`src/rtl/loader_pkg.sv`:
```
// Shared types and constants for the boot-time program loader.
// Frame words arrive most-significant byte first (big-endian).
package loader_pkg;

    localparam int LOADER_WORD_W = 16;
    localparam int LOADER_BYTE_W = 8;

    // Byte lanes within an assembled word: first byte on the wire is the high lane.
    localparam int HI_BYTE_LSB = 8;
    localparam int LO_BYTE_LSB = 0;

    typedef enum logic [2:0] {
        ST_LEN_HI  = 3'd0,
        ST_LEN_LO  = 3'd1,
        ST_DATA_HI = 3'd2,
        ST_DATA_LO = 3'd3,
        ST_CHECK   = 3'd4,
        ST_DONE    = 3'd5,
        ST_ERROR   = 3'd6
    } loader_state_t;

    function automatic logic [LOADER_WORD_W-1:0] join_bytes(
        input logic [LOADER_BYTE_W-1:0] hi,
        input logic [LOADER_BYTE_W-1:0] lo
    );
        logic [LOADER_WORD_W-1:0] w;
        w = '0;
        w[HI_BYTE_LSB +: LOADER_BYTE_W] = hi;
        w[LO_BYTE_LSB +: LOADER_BYTE_W] = lo;
        return w;
    endfunction

endpackage

```
`src/rtl/loader_word_assembler.sv`:
```
// High-byte latch and registered block-RAM write port for the program loader.
// The latch is shared by the length field and the data words.
module loader_word_assembler
    import loader_pkg::*;
#(
    parameter logic [LOADER_WORD_W-1:0] BASE_ADDR = 16'h0000
)
(
    input  logic                     i_clock,
    input  logic                     i_reset,
    input  logic                     i_latch_hi,
    input  logic                     i_issue_write,
    input  logic [LOADER_BYTE_W-1:0] i_byte,
    input  logic [LOADER_WORD_W-1:0] i_index,
    output logic [LOADER_WORD_W-1:0] o_word,
    output logic                     o_ram_we,
    output logic [LOADER_WORD_W-1:0] o_ram_write_addr,
    output logic [LOADER_WORD_W-1:0] o_ram_write_data
);

    logic [LOADER_BYTE_W-1:0] r_hi;
    logic                     r_ram_we;
    logic [LOADER_WORD_W-1:0] r_ram_write_addr;
    logic [LOADER_WORD_W-1:0] r_ram_write_data;
    logic [LOADER_WORD_W-1:0] w_word;

    assign w_word = join_bytes(r_hi, i_byte);

    always_ff @(posedge i_clock or negedge i_reset) begin
        if (!i_reset) begin
            r_hi <= '0;
        end else if (i_latch_hi) begin
            r_hi <= i_byte;
        end
    end

    // Address wraps modulo 2^16 by construction of the 16-bit adder.
    always_ff @(posedge i_clock or negedge i_reset) begin
        if (!i_reset) begin
            r_ram_we         <= 1'b0;
            r_ram_write_addr <= BASE_ADDR;
            r_ram_write_data <= '0;
        end else begin
            r_ram_we <= i_issue_write;
            if (i_issue_write) begin
                r_ram_write_addr <= BASE_ADDR + i_index;
                r_ram_write_data <= w_word;
            end
        end
    end

    assign o_word           = w_word;
    assign o_ram_we         = r_ram_we;
    assign o_ram_write_addr = r_ram_write_addr;
    assign o_ram_write_data = r_ram_write_data;

endmodule

```
`src/rtl/program_loader.sv`:
```
// Boot-time program loader: parses a length-prefixed big-endian byte stream into RAM words
// and holds the CPU until the image is complete. Checksum byte enabled by PROGRAM_LOADER_CHECKSUM_EN.
//
// state      | meaning
// ST_LEN_HI  | waiting for word-count high byte
// ST_LEN_LO  | waiting for word-count low byte, range check
// ST_DATA_HI | waiting for data word high byte
// ST_DATA_LO | waiting for data word low byte, issues RAM write
// ST_CHECK   | waiting for checksum byte (checksum build only)
// ST_DONE    | image loaded, CPU released
// ST_ERROR   | image rejected, CPU stays held
module program_loader
    import loader_pkg::*;
#(
    parameter logic [LOADER_WORD_W-1:0] BASE_ADDR = 16'h0000,
    parameter int                       MAX_WORDS = 1024
)
(
    input  logic                     i_clock,
    input  logic                     i_reset,
    input  logic [LOADER_BYTE_W-1:0] i_byte_data,
    input  logic                     i_byte_valid,
    output logic                     o_byte_ready,
    output logic                     o_ram_we,
    output logic [LOADER_WORD_W-1:0] o_ram_write_addr,
    output logic [LOADER_WORD_W-1:0] o_ram_write_data,
    output logic                     o_cpu_hold,
    output logic                     o_load_done,
    output logic                     o_load_error
);

    localparam logic [LOADER_WORD_W-1:0] MAX_N = LOADER_WORD_W'(MAX_WORDS);

`ifdef PROGRAM_LOADER_CHECKSUM_EN
    localparam loader_state_t ST_AFTER_DATA = ST_CHECK;
`else
    localparam loader_state_t ST_AFTER_DATA = ST_DONE;
`endif

    loader_state_t            r_state;
    loader_state_t            w_state_nxt;
    logic [LOADER_WORD_W-1:0] r_len;
    logic [LOADER_WORD_W-1:0] r_index;
    logic [LOADER_WORD_W-1:0] w_index_inc;
    logic [LOADER_WORD_W-1:0] w_word;
    logic                     w_ready;
    logic                     w_xfer;
    logic                     w_latch_hi;
    logic                     w_issue_write;
    logic                     w_load_len;

    assign w_ready     = (r_state != ST_DONE) && (r_state != ST_ERROR);
    assign w_xfer      = i_byte_valid && w_ready;
    assign w_index_inc = r_index + 1'b1;

    loader_word_assembler #(
        .BASE_ADDR(BASE_ADDR)
    ) u_asm (
        .i_clock         (i_clock),
        .i_reset         (i_reset),
        .i_latch_hi      (w_latch_hi),
        .i_issue_write   (w_issue_write),
        .i_byte          (i_byte_data),
        .i_index         (r_index),
        .o_word          (w_word),
        .o_ram_we        (o_ram_we),
        .o_ram_write_addr(o_ram_write_addr),
        .o_ram_write_data(o_ram_write_data)
    );

`ifdef PROGRAM_LOADER_CHECKSUM_EN
    logic [LOADER_BYTE_W-1:0] r_xor;
    logic                     w_sum_ok;

    assign w_sum_ok = (i_byte_data == r_xor);

    always_ff @(posedge i_clock or negedge i_reset) begin
        if (!i_reset) begin
            r_xor <= '0;
        end else if (w_xfer && (r_state == ST_DATA_HI || r_state == ST_DATA_LO)) begin
            r_xor <= r_xor ^ i_byte_data;
        end
    end
`endif

    always_ff @(posedge i_clock or negedge i_reset) begin
        if (!i_reset) begin
            r_state <= ST_LEN_HI;
        end else begin
            r_state <= w_state_nxt;
        end
    end

    always_comb begin
        w_state_nxt   = r_state;
        w_latch_hi    = 1'b0;
        w_issue_write = 1'b0;
        w_load_len    = 1'b0;
        case (r_state)
            ST_LEN_HI: begin
                if (w_xfer) begin
                    w_latch_hi  = 1'b1;
                    w_state_nxt = ST_LEN_LO;
                end
            end
            ST_LEN_LO: begin
                if (w_xfer) begin
                    w_load_len = 1'b1;
                    if (w_word > MAX_N) begin
                        w_state_nxt = ST_ERROR;
                    end else if (w_word == '0) begin
                        w_state_nxt = ST_AFTER_DATA;
                    end else begin
                        w_state_nxt = ST_DATA_HI;
                    end
                end
            end
            ST_DATA_HI: begin
                if (w_xfer) begin
                    w_latch_hi  = 1'b1;
                    w_state_nxt = ST_DATA_LO;
                end
            end
            ST_DATA_LO: begin
                if (w_xfer) begin
                    w_issue_write = 1'b1;
                    w_state_nxt   = (w_index_inc == r_len) ? ST_AFTER_DATA : ST_DATA_HI;
                end
            end
            ST_CHECK: begin
`ifdef PROGRAM_LOADER_CHECKSUM_EN
                if (w_xfer) begin
                    w_state_nxt = w_sum_ok ? ST_DONE : ST_ERROR;
                end
`else
                w_state_nxt = ST_ERROR;
`endif
            end
            default: w_state_nxt = r_state;
        endcase
    end

    always_ff @(posedge i_clock or negedge i_reset) begin
        if (!i_reset) begin
            r_len   <= '0;
            r_index <= '0;
        end else begin
            if (w_load_len) begin
                r_len   <= w_word;
                r_index <= '0;
            end else if (w_issue_write) begin
                r_index <= w_index_inc;
            end
        end
    end

    assign o_byte_ready = w_ready;
    assign o_cpu_hold   = (r_state != ST_DONE);
    assign o_load_done  = (r_state == ST_DONE);
    assign o_load_error = (r_state == ST_ERROR);

endmodule

```
`config.mk`:
```
export PLATFORM = sky130hd
export DESIGN_NAME = program_loader
export DESIGN_NICKNAME = d
export VERILOG_FILES = /design/src/rtl/loader_pkg.sv /design/src/rtl/loader_word_assembler.sv /design/src/rtl/program_loader.sv
export SDC_FILE = /design/constraint.sdc
export NUM_CORES = 1
export LEC_CHECK = 0
export CAP_MARGIN = 20
export CELL_PAD_IN_SITES_DETAIL_PLACEMENT = 0
export CELL_PAD_IN_SITES_GLOBAL_PLACEMENT = 1
export CORE_MARGIN = 4
export CORE_UTILIZATION = 41
export DETAILED_ROUTE_END_ITERATION = 10
export PLACE_DENSITY = 0.74
export RECOVER_POWER = 50
export SLEW_MARGIN = 20
export SYNTH_ARGS = -nofsm -noshare
export SYNTH_HDL_FRONTEND = slang
export SYNTH_HIERARCHICAL = 1
export SYNTH_SLANG_ARGS = --single-unit
```
`constraint.sdc`:
```
create_clock -name i_clock -period 2.09 [get_ports i_clock]
set_clock_uncertainty 0.2 [all_clocks]
set_input_delay 0.627 -clock i_clock [delete_from_list [all_inputs] [get_ports i_clock]]
set_output_delay 0.627 -clock i_clock [all_outputs]
set_load 0.005 [all_outputs]
```
# Word-level counts from Yosys, hierarchy flattened
# Index checks and enable logic that the tools add are counted.
dict set report totals {
  regBits 76
  in_bits 11
  output_inout_bits 37
  wordCells 44
}
dict set report classes {
  addsub 1
  magnitude_cmp 1
  n_eq_ne 13
  mux 14
  reduce_logical 8
}
# operator count
set op_table {}
lappend op_table {{2-to-1 mux 16 bit} 2}
lappend op_table {{2-to-1 mux 3 bit} 7}
lappend op_table {{adder 16 x 1 -> 16 bit, second input constant} 1}
lappend op_table {{== test 16 bit} 1}
lappend op_table {{greater-than comparator 16 x 11 -> 1 bit, second input constant} 1}
lappend op_table {{zero test 16 bit} 1}
lappend op_table {{one-hot mux 3 bit (5 select lines)} 1}
lappend op_table {{== test 3 bit, second input constant} 3}
lappend op_table {{!= test 2 bit, second input constant} 4}
lappend op_table {{== test 3 x 2 -> 1 bit, second input constant} 2}
lappend op_table {{!= test 3 bit, second input constant} 2}
lappend op_table {{AND reduction 5 bit} 1}
lappend op_table {{nonzero test 5 bit} 1}
lappend op_table {{2-to-1 mux 1 bit} 4}
lappend op_table {{== test 3 x 1 -> 1 bit, second input constant} 1}
lappend op_table {{zero test 3 bit} 1}
lappend op_table {{logical AND 1 bit} 2}
lappend op_table {{nonzero test 2 bit} 1}
lappend op_table {{OR reduction 2 bit} 1}

# Depth between registers and ports, before layout
dict set report depth {
  ltp_word 7
  mapped_depth 8
  mapped_depth_nobuf 7
}

# Cells and area by module
# The synthesis kept the hierarchy.
# module n_inst cells_per_inst area_each_um2 seq_area_each_um2
set by_module_without_submodules {}
lappend by_module_without_submodules {program_loader 1 226 2188.3 875.8}
lappend by_module_without_submodules {loader_word_assembler 1 94 1725.4 1026.0}

# Least setup slack after synthesis
# OpenSTA, ideal clock, no wires.
dict set report synth_timing {
  kind {input to register}
  start {in i_byte_valid}
  end {reg r_len[10]}
  setup_time_ns 0.125
  t_arrival_ns 2.084
  t_required_ns 1.765
  path_slack_ns -0.318
  stages 5
  path_buffers 1
  cell_sequence {nor2b_1 > nand2_1 > nor2_1 > buf_2 > mux2_2}
}
dict set report synth_between {
  elab_chain_len 3
}
# item line_no
set synth_lines {}
lappend synth_lines {{start: declaration} program_loader.sv:22} ;# input logic i_byte_valid,
lappend synth_lines {{logical AND 1 bit} program_loader.sv:53} ;# assign w_xfer = i_byte_valid && w_ready;
lappend synth_lines {{2-to-1 mux 1 bit} program_loader.sv:107} ;# if (w_xfer) begin
lappend synth_lines {{2-to-1 mux 1 bit} program_loader.sv:99} ;# case (r_state)
lappend synth_lines {{end signal: assignment} program_loader.sv:149} ;# r_len <= w_word;
lappend synth_lines {{end: declaration} program_loader.sv:42} ;# logic [LOADER_WORD_W-1:0] r_len;
# Every way passes these cells.
# A chain may end at the register's enable or synchronous reset.

# Final worst setup path
dict set report layout_timing {
  start {reg r_index[0]}
  end {reg r_state[2]}
}
dict set report layout_between {
  elab_chain_len 5
}
# item line_no
set layout_lines {}
lappend layout_lines {{start: declaration} program_loader.sv:43} ;# logic [LOADER_WORD_W-1:0] r_index;
lappend layout_lines {{start signal: assignment} program_loader.sv:152} ;# r_index <= w_index_inc;
lappend layout_lines {{adder 16 x 1 -> 16 bit} program_loader.sv:54} ;# assign w_index_inc = r_index + 1'b1;
lappend layout_lines {{== test 16 bit} program_loader.sv:127} ;# w_state_nxt = (w_index_inc == r_len) ? ST_AFTER_DATA : ST_DATA_HI;
lappend layout_lines {{2-to-1 mux 3 bit} program_loader.sv:127}
lappend layout_lines {{2-to-1 mux 3 bit} program_loader.sv:125} ;# if (w_xfer) begin
lappend layout_lines {{one-hot mux 3 bit (5 select lines)} program_loader.sv:99}
lappend layout_lines {{end signal: assignment} program_loader.sv:90} ;# r_state <= w_state_nxt;
lappend layout_lines {{end: declaration} program_loader.sv:40} ;# loader_state_t r_state;
# Every way passes these cells. The select of a mux whose other input is x is not followed.

==> run summary <==
total grt overflow -> 0
TNS Setup -> -0.195 ns
Pwr Density -> 524 nW/um2
mux contribution to synthesized area -> 0.192
Clk pin slew, worst setup/hold paths -> 0.10 ns
initial antenna violation count -> 0
post-route ant nets -> 0
failing checks -> negative setup slack
Placer Congestion -> 0.864
Worst Setup Start Kind -> flop
Slew headroom -> 0.589
Starting DRT DRC Count -> 99
post-synthesis instance total -> 320
area grow syn2layout -> 40.6%
# rows -> 35
critical path capture point type -> flop
final worst setup slack -> -0.100 ns
simple-gate share of the synthesized area -> 0.104
Mapped Area -> 3910 um2
Max IR drop VDD -> 0.308 mV
RSZ-0062 raised after global routing -> true
commonest non-fill, non-tap cell in the layout -> buf_4
CTS tree -> done
final setup fails -> 3
Least-Margin Pin Slew -> 0.617 ns
worst min path class -> reg -> reg
fraction of layout cells with a size suffix above 1 -> 0.438
clock sinks -> 76
diode count -> 0
fin cells -> 581
core area -> 9280 um2
most frequent cells in the layout -> 80 x buf_4, 73 x dfrtp_1, 30 x mux2_4
Largest stage delay, worst path -> 0.42 ns
DP Cell Count -> 545
slowest CP cell -> dfrtp_2
Crit path arrival time -> 2.28 ns
largest net degree at the start of global routing -> 25
die area -> 11200 um2
status -> complete, but fails checks
post-DP HPWL -> 6910 um
syn avg cell area -> 12.2 um2
Synth Flop Type -> dfrtp_1
detailed-route via count -> 2964
root buf cell -> clkbuf_8
Slew Viols, Final -> 0
Pwr Total -> 0.00289 W
H-tree levels -> 3
IO Count -> 48
Post-synth EDFFs -> 0
clk_lat worst skew -> 0.36 ns
post-synthesis sequential area ratio -> 0.486
First-pass DRT Iterations -> 4
CP Cell Sequence -> ha_4 > and3_4 > and3_1 > o21ai_2 > a2111oi_4 > buf_4 > a41oi_2 > o21ai_1
Hold Violations, Final -> 0
CTS buffer count -> 9
vias in the first global route -> 3141
Max Buffers Root-to-Sink -> 2
async set or reset register ratio after synthesis -> 1.00
Die Wd -> 106 um
leakage -> 2.82 nW
syn nets -> 332
Initial Utilization -> 0.422
Max Clock Freq -> 457 MHz
first-pass GRT wire length -> 16200 um
#FFs+latches synth -> 76
Syn. warnings -> 6
Port Buffers -> 47
Compound-Gate Fraction of Synth Area -> 0.110
final wirelength -> 9680 um
Final min period -> 2.19 ns
Die H -> 106 um
xor and xnor area share after synthesis -> 0.0470
GRT Total Usage -> 0.183
worst slack at placement -> -0.348 ns
average wire per standard cell -> 16.7 um
combinational family with the most area after synthesis -> multiplexers
Final Net Count -> 459
Adder-Cell Fraction of Synth Area -> 0.00320
Avg Vias per Cell -> 5.10
post-synth cell types -> 53
Critical Path RT -> 2.18 ns
Max FO, Critical Path -> 4
Max-Cap Viols -> 0
r2r setup slk -> -0.10 ns
Worst Setup Path Type -> reg -> reg
Final Cycle Share -> 1.05
# DRC -> 0
## final cells by class
cell class / count / area (um2)
fillers: 791 / 3780
multi-input cells: 211 / 1920
flip-flops and latches: 76 / 1910
repair buffers: 142 / 1270
well taps: 129 / 161
clock buffers: 10 / 128
clock inverters: 6 / 96.3
inverters: 7 / 28.8
## report_power, final
part           internal [W]  switching [W]
clock              0.000688       0.000609
sequential          0.00148      0.0000110
combinational     0.0000465      0.0000546
total               0.00221       0.000674
## worst max-delay path: cells and delay by family (launching register included)
kind / cells / cell delay [ns]
AOI/OAI and AO/OA: 4 / 0.75
adders and majority gates: 1 / 0.17
buffers and inverters: 1 / 0.17
DFF: 1 / 0.42
and+or+nand+nor: 2 / 0.40
## kinds of logic after synthesis
group	after synthesis
mux	57
compound gates	60
buf+inv	33
flops	76
fa+ha+maj	1
xor+xnor	21
simple gates	72
## worst paths after layout
check	startpoint	endpoint	cells after the start
max in group asynchronous	i_reset	r_len[6]$_DFFE_PN0P_	3
setup / recovery	r_index[0]$_DFFE_PN0P_	r_state[2]$_DFFE_PN0P_	8
min in group asynchronous	i_reset	r_index[3]$_DFFE_PN0P_	2
setup reg to reg	r_index[0]$_DFFE_PN0P_	r_state[2]$_DFFE_PN0P_	8
hold reg to reg	u_asm/o_ram_write_data[15]$_DFFE_PN0P_	u_asm/o_ram_write_data[15]$_DFFE_PN0P_	1
hold / removal	u_asm/o_ram_write_data[15]$_DFFE_PN0P_	u_asm/o_ram_write_data[15]$_DFFE_PN0P_	1
## layer usage
layer | share of wire | global-route usage | wire length (um)
met2 | 0.49 | 0.306 | 4750
met5 | 0 | 0 | 0
met3 | 0.033 | 0.0276 | 322
met4 | 0.018 | 0.0675 | 176
met1 | 0.46 | 0.241 | 4420
## synth_stat cells (2+ instances only)
| cell | number | share of area |
|---|---|---|
| clkbuf_1 | 4 | 0.0038 |
| nand4_1 | 5 | 0.0080 |
| xor2_1 | 9 | 0.020 |
| xnor2_1 | 12 | 0.027 |
| o31ai_1 | 11 | 0.021 |
| o311ai_0 | 2 | 0.0045 |
| inv_1 | 6 | 0.0058 |
| nor2b_1 | 2 | 0.0032 |
| nor2_1 | 8 | 0.0077 |
| nor3_1 | 4 | 0.0051 |
| buf_12 | 3 | 0.015 |
| nand2_1 | 20 | 0.019 |
| nand4_2 | 2 | 0.0064 |
| nand3_1 | 10 | 0.013 |
| o21ai_0 | 18 | 0.023 |
| and2_1 | 2 | 0.0032 |
| o21bai_1 | 2 | 0.0038 |
| and4_1 | 2 | 0.0045 |
| and3_1 | 4 | 0.0064 |
| mux2_2 | 25 | 0.072 |
| mux2i_1 | 2 | 0.0051 |
| mux2_4 | 30 | 0.12 |
| a21oi_1 | 4 | 0.0051 |
| nor3b_1 | 2 | 0.0038 |
| o22ai_1 | 3 | 0.0048 |
| buf_4 | 10 | 0.019 |
| dfrtp_1 | 76 | 0.49 |
| buf_2 | 8 | 0.010 |
| a31oi_1 | 3 | 0.0048 |
| a21o_1 | 7 | 0.013 |
| nor4_1 | 2 | 0.0032 |
## state kept, by name, indices dropped and copies added, names as in the netlist
register                count
r_state                     3
r_index                    16
u_asm/o_ram_write_data     16
r_len                      16
u_asm/r_hi                  8
u_asm/o_ram_we              1
u_asm/o_ram_write_addr     16
## metrics by stage
stage	hold WS, ns	cell area, um2	utilization
3_3_place_gp	0.289	4990	0.537
5_1_grt	0.336	5500	0.593
3_5_place_dp	0.293	4990	0.537
6_report	0.313	5500	0.593
4_1_cts	0.317	5320	0.573
2_1_floorplan	0.131	3950	-
## repair_timing
action                     CTS  global route
hold buffers                 1             0
hold endpoints to repair    20             0
pin swaps                   10            12
setup buffers                6            14
resized for setup           24            44
setup endpoints to repair    8            75
No activity file was read; power rests on OpenSTA's default activity.
==> variant (config.mk and constraints unchanged) <==
Put a register stage on the output `o_load_error`. The value now appears one clock later. The other outputs are not delayed to match.
--- a/src/rtl/program_loader.sv
+++ b/src/rtl/program_loader.sv
@@ -158,5 +158,7 @@
     assign o_cpu_hold   = (r_state != ST_DONE);
     assign o_load_done  = (r_state == ST_DONE);
-    assign o_load_error = (r_state == ST_ERROR);
+    always_ff @(posedge i_clock) begin
+        o_load_error <= (r_state == ST_ERROR);
+    end
 
 endmodule
Behaviour: not the same (a bounded check fails within 4 cycles, from zero or initial values and one cycle with i_reset low).
==> variant against the unedited design <==
Synthesized area is 0.51% higher. Largest cell class is now sequential cells. Sequential cell count is 1 higher. Routed wire length is 0.52% lower. Setup slack worse by 69 ps. Total power is 6.2% lower. The run still ends with setup timing left. Design area is 3.8% lower. Non-clock buffer count is 12 lower.
==> variant: results (changes against the unedited design) <==
Drt
  • Total routed wirelength: 9630 um (-0.52%)
  • Routed len/inst: 16.9 um (+1.4%)
  • DRT iter0 DRCs: 78 (-21%)
  • Vias: 2935 (-0.98%)

Clock network
  • Post-CTS resize count: 17 (-29%)
  • Worst-path clk slew: 80 ps (-20 ps)
  • Clk root buf: clkbuf_8
  • Number of buffers created by CTS: 9 (unchanged)

Min path
  • Hold_sp: u_asm/o_ram_write_addr[6]
  • Hold Path End: u_asm/o_ram_write_addr[6]

Synth
  • Mapped Cells: 321 (+0.31%)
  • Post-synth net total: 333 (+0.30%)
  • Largest cells by area after synthesis: dfrtp_1 48%, mux2_4 11%, mux2_2 7.2%
  • Post-synth ARST share: 98.7% (-1.3 points)
  • Synth cell types: 54 (+1.9%)
  • Seq/Total Area, Yosys: 48.9% (+0.26 points)

Global routing
  • Grt total ovfl: 0 (unchanged)
  • Largest net degree at the start of global routing: 43 (+72%)
  • Gr usage total: 17.9% (-0.42 points)
  • Vias in the first global route: 3019 (-3.9%)
  • First-pass GRT wire length: 15900 um (-1.7%)

Cells and area
  • Fillers: 830 (+4.9%)
  • Layout Nets: 448 (-2.4%)
  • Sequential cell area: 1930 sq um (+1.1%)
  • Ant. Diodes: 0 (unchanged)
  • Layout cells sized above 1: 41.0% (-2.8 points)

Outcome
  • Status: complete, but fails checks
  • Failing checks: setup timing

Critical path
  • Worst reg2reg startpoint: r_index[1]
  • Reg2Reg Depth: 7 (-1)
  • R2R setup slack: -110 ps
  • Worst Path Arrival: 2300 ps (+20 ps)
  • CP Max Fanout: 20 (+16)
  • Worst r2r dst: r_state[1]

Placed design
  • Area after DPL: 4950 sq um (-0.80%)
  • Dpl ws: -428 ps (-79.8 ps)
  • DP HPWL: 6720 um (-2.7%)
  • Placer Congestion: 0.847 (-1.9%)
  • # placed instances: 538 (-1.3%)

Pwr
  • Pleak: 0.00249 uW (-12%)
  • Peak supply drop: 334 uV (+8.2%)

Timing
  • Final-report setup violation count: 20 (+17)
  • Final TNS setup: -2220 ps (-2020 ps)
  • Worst-margin pin slew: 689 ps (+71.9 ps)
  • Setup ws final: -169 ps (-68.7 ps)
  • Final Hold Slack: 315 ps (+1.39 ps)
[variant: cell types whose count changed after synthesis]
cell,delta
dfxtp_1,+1
[variant: cell families after synthesis]
logic type | after synthesis | synth area share [%]
simple gates | 72 | 10.3
xor+xnor | 21 | 4.68
buf+inv | 33 | 5.79
fa+ha+maj | 1 | 0.318
compound gates | 60 | 10.9
mux | 57 | 19.1
flops | 77 | 48.9
[variant: final cells by class]
cell class                      count  area share, %
Clock buffer                       10           2.60
Multi-Input combinational cell    211           35.2
Clock inverter                      6          0.993
Timing Repair Buffer              130           21.3
Sequential cell                    77           36.4
Inverter                            7          0.496
Tap cell                          129           3.05
[variant: metal layers]
| layer | wire [um] | vias to the layer above | track usage [%] |
|---|---|---|---|
| li1 | - | 1395 | - |
| met1 | 4580 | 1456 | 25.2 |
| met2 | 4530 | 69 | 28.1 |
| met3 | 348 | 15 | 3.10 |
| met4 | 170 | 0 | 6.01 |
| met5 | 0 | - | 0 |
[variant: power breakdown]
group / switching, uW / leakage [uW] / internal, uW
Clock: 608 / 0.0000918 / 485
Sequential: 12.7 / 0.00103 / 1500
Combinational: 54.7 / 0.00137 / 48.7
[variant: how the worst max path moves through the flow]
stage	start	slack (ps)	end
after floorplan	r_index[1]	-50	r_state[1]
after global placement	i_byte_data[1]	-370	r_state[1]
after detailed placement	i_byte_data[1]	-430	r_state[2]
after CTS	r_index[1]	-120	r_state[1]
after global routing	r_index[1]	-220	r_state[1]
final	i_byte_valid	-170	u_asm/o_ram_write_addr[13]
[variant: worst max-delay path, stage by stage]
cell and delay, ps:
clkdlybuf4s50_1 500, nor2b_4 180, nand3_1 120, inv_2 100, clkbuf_4 390, mux2_2 380
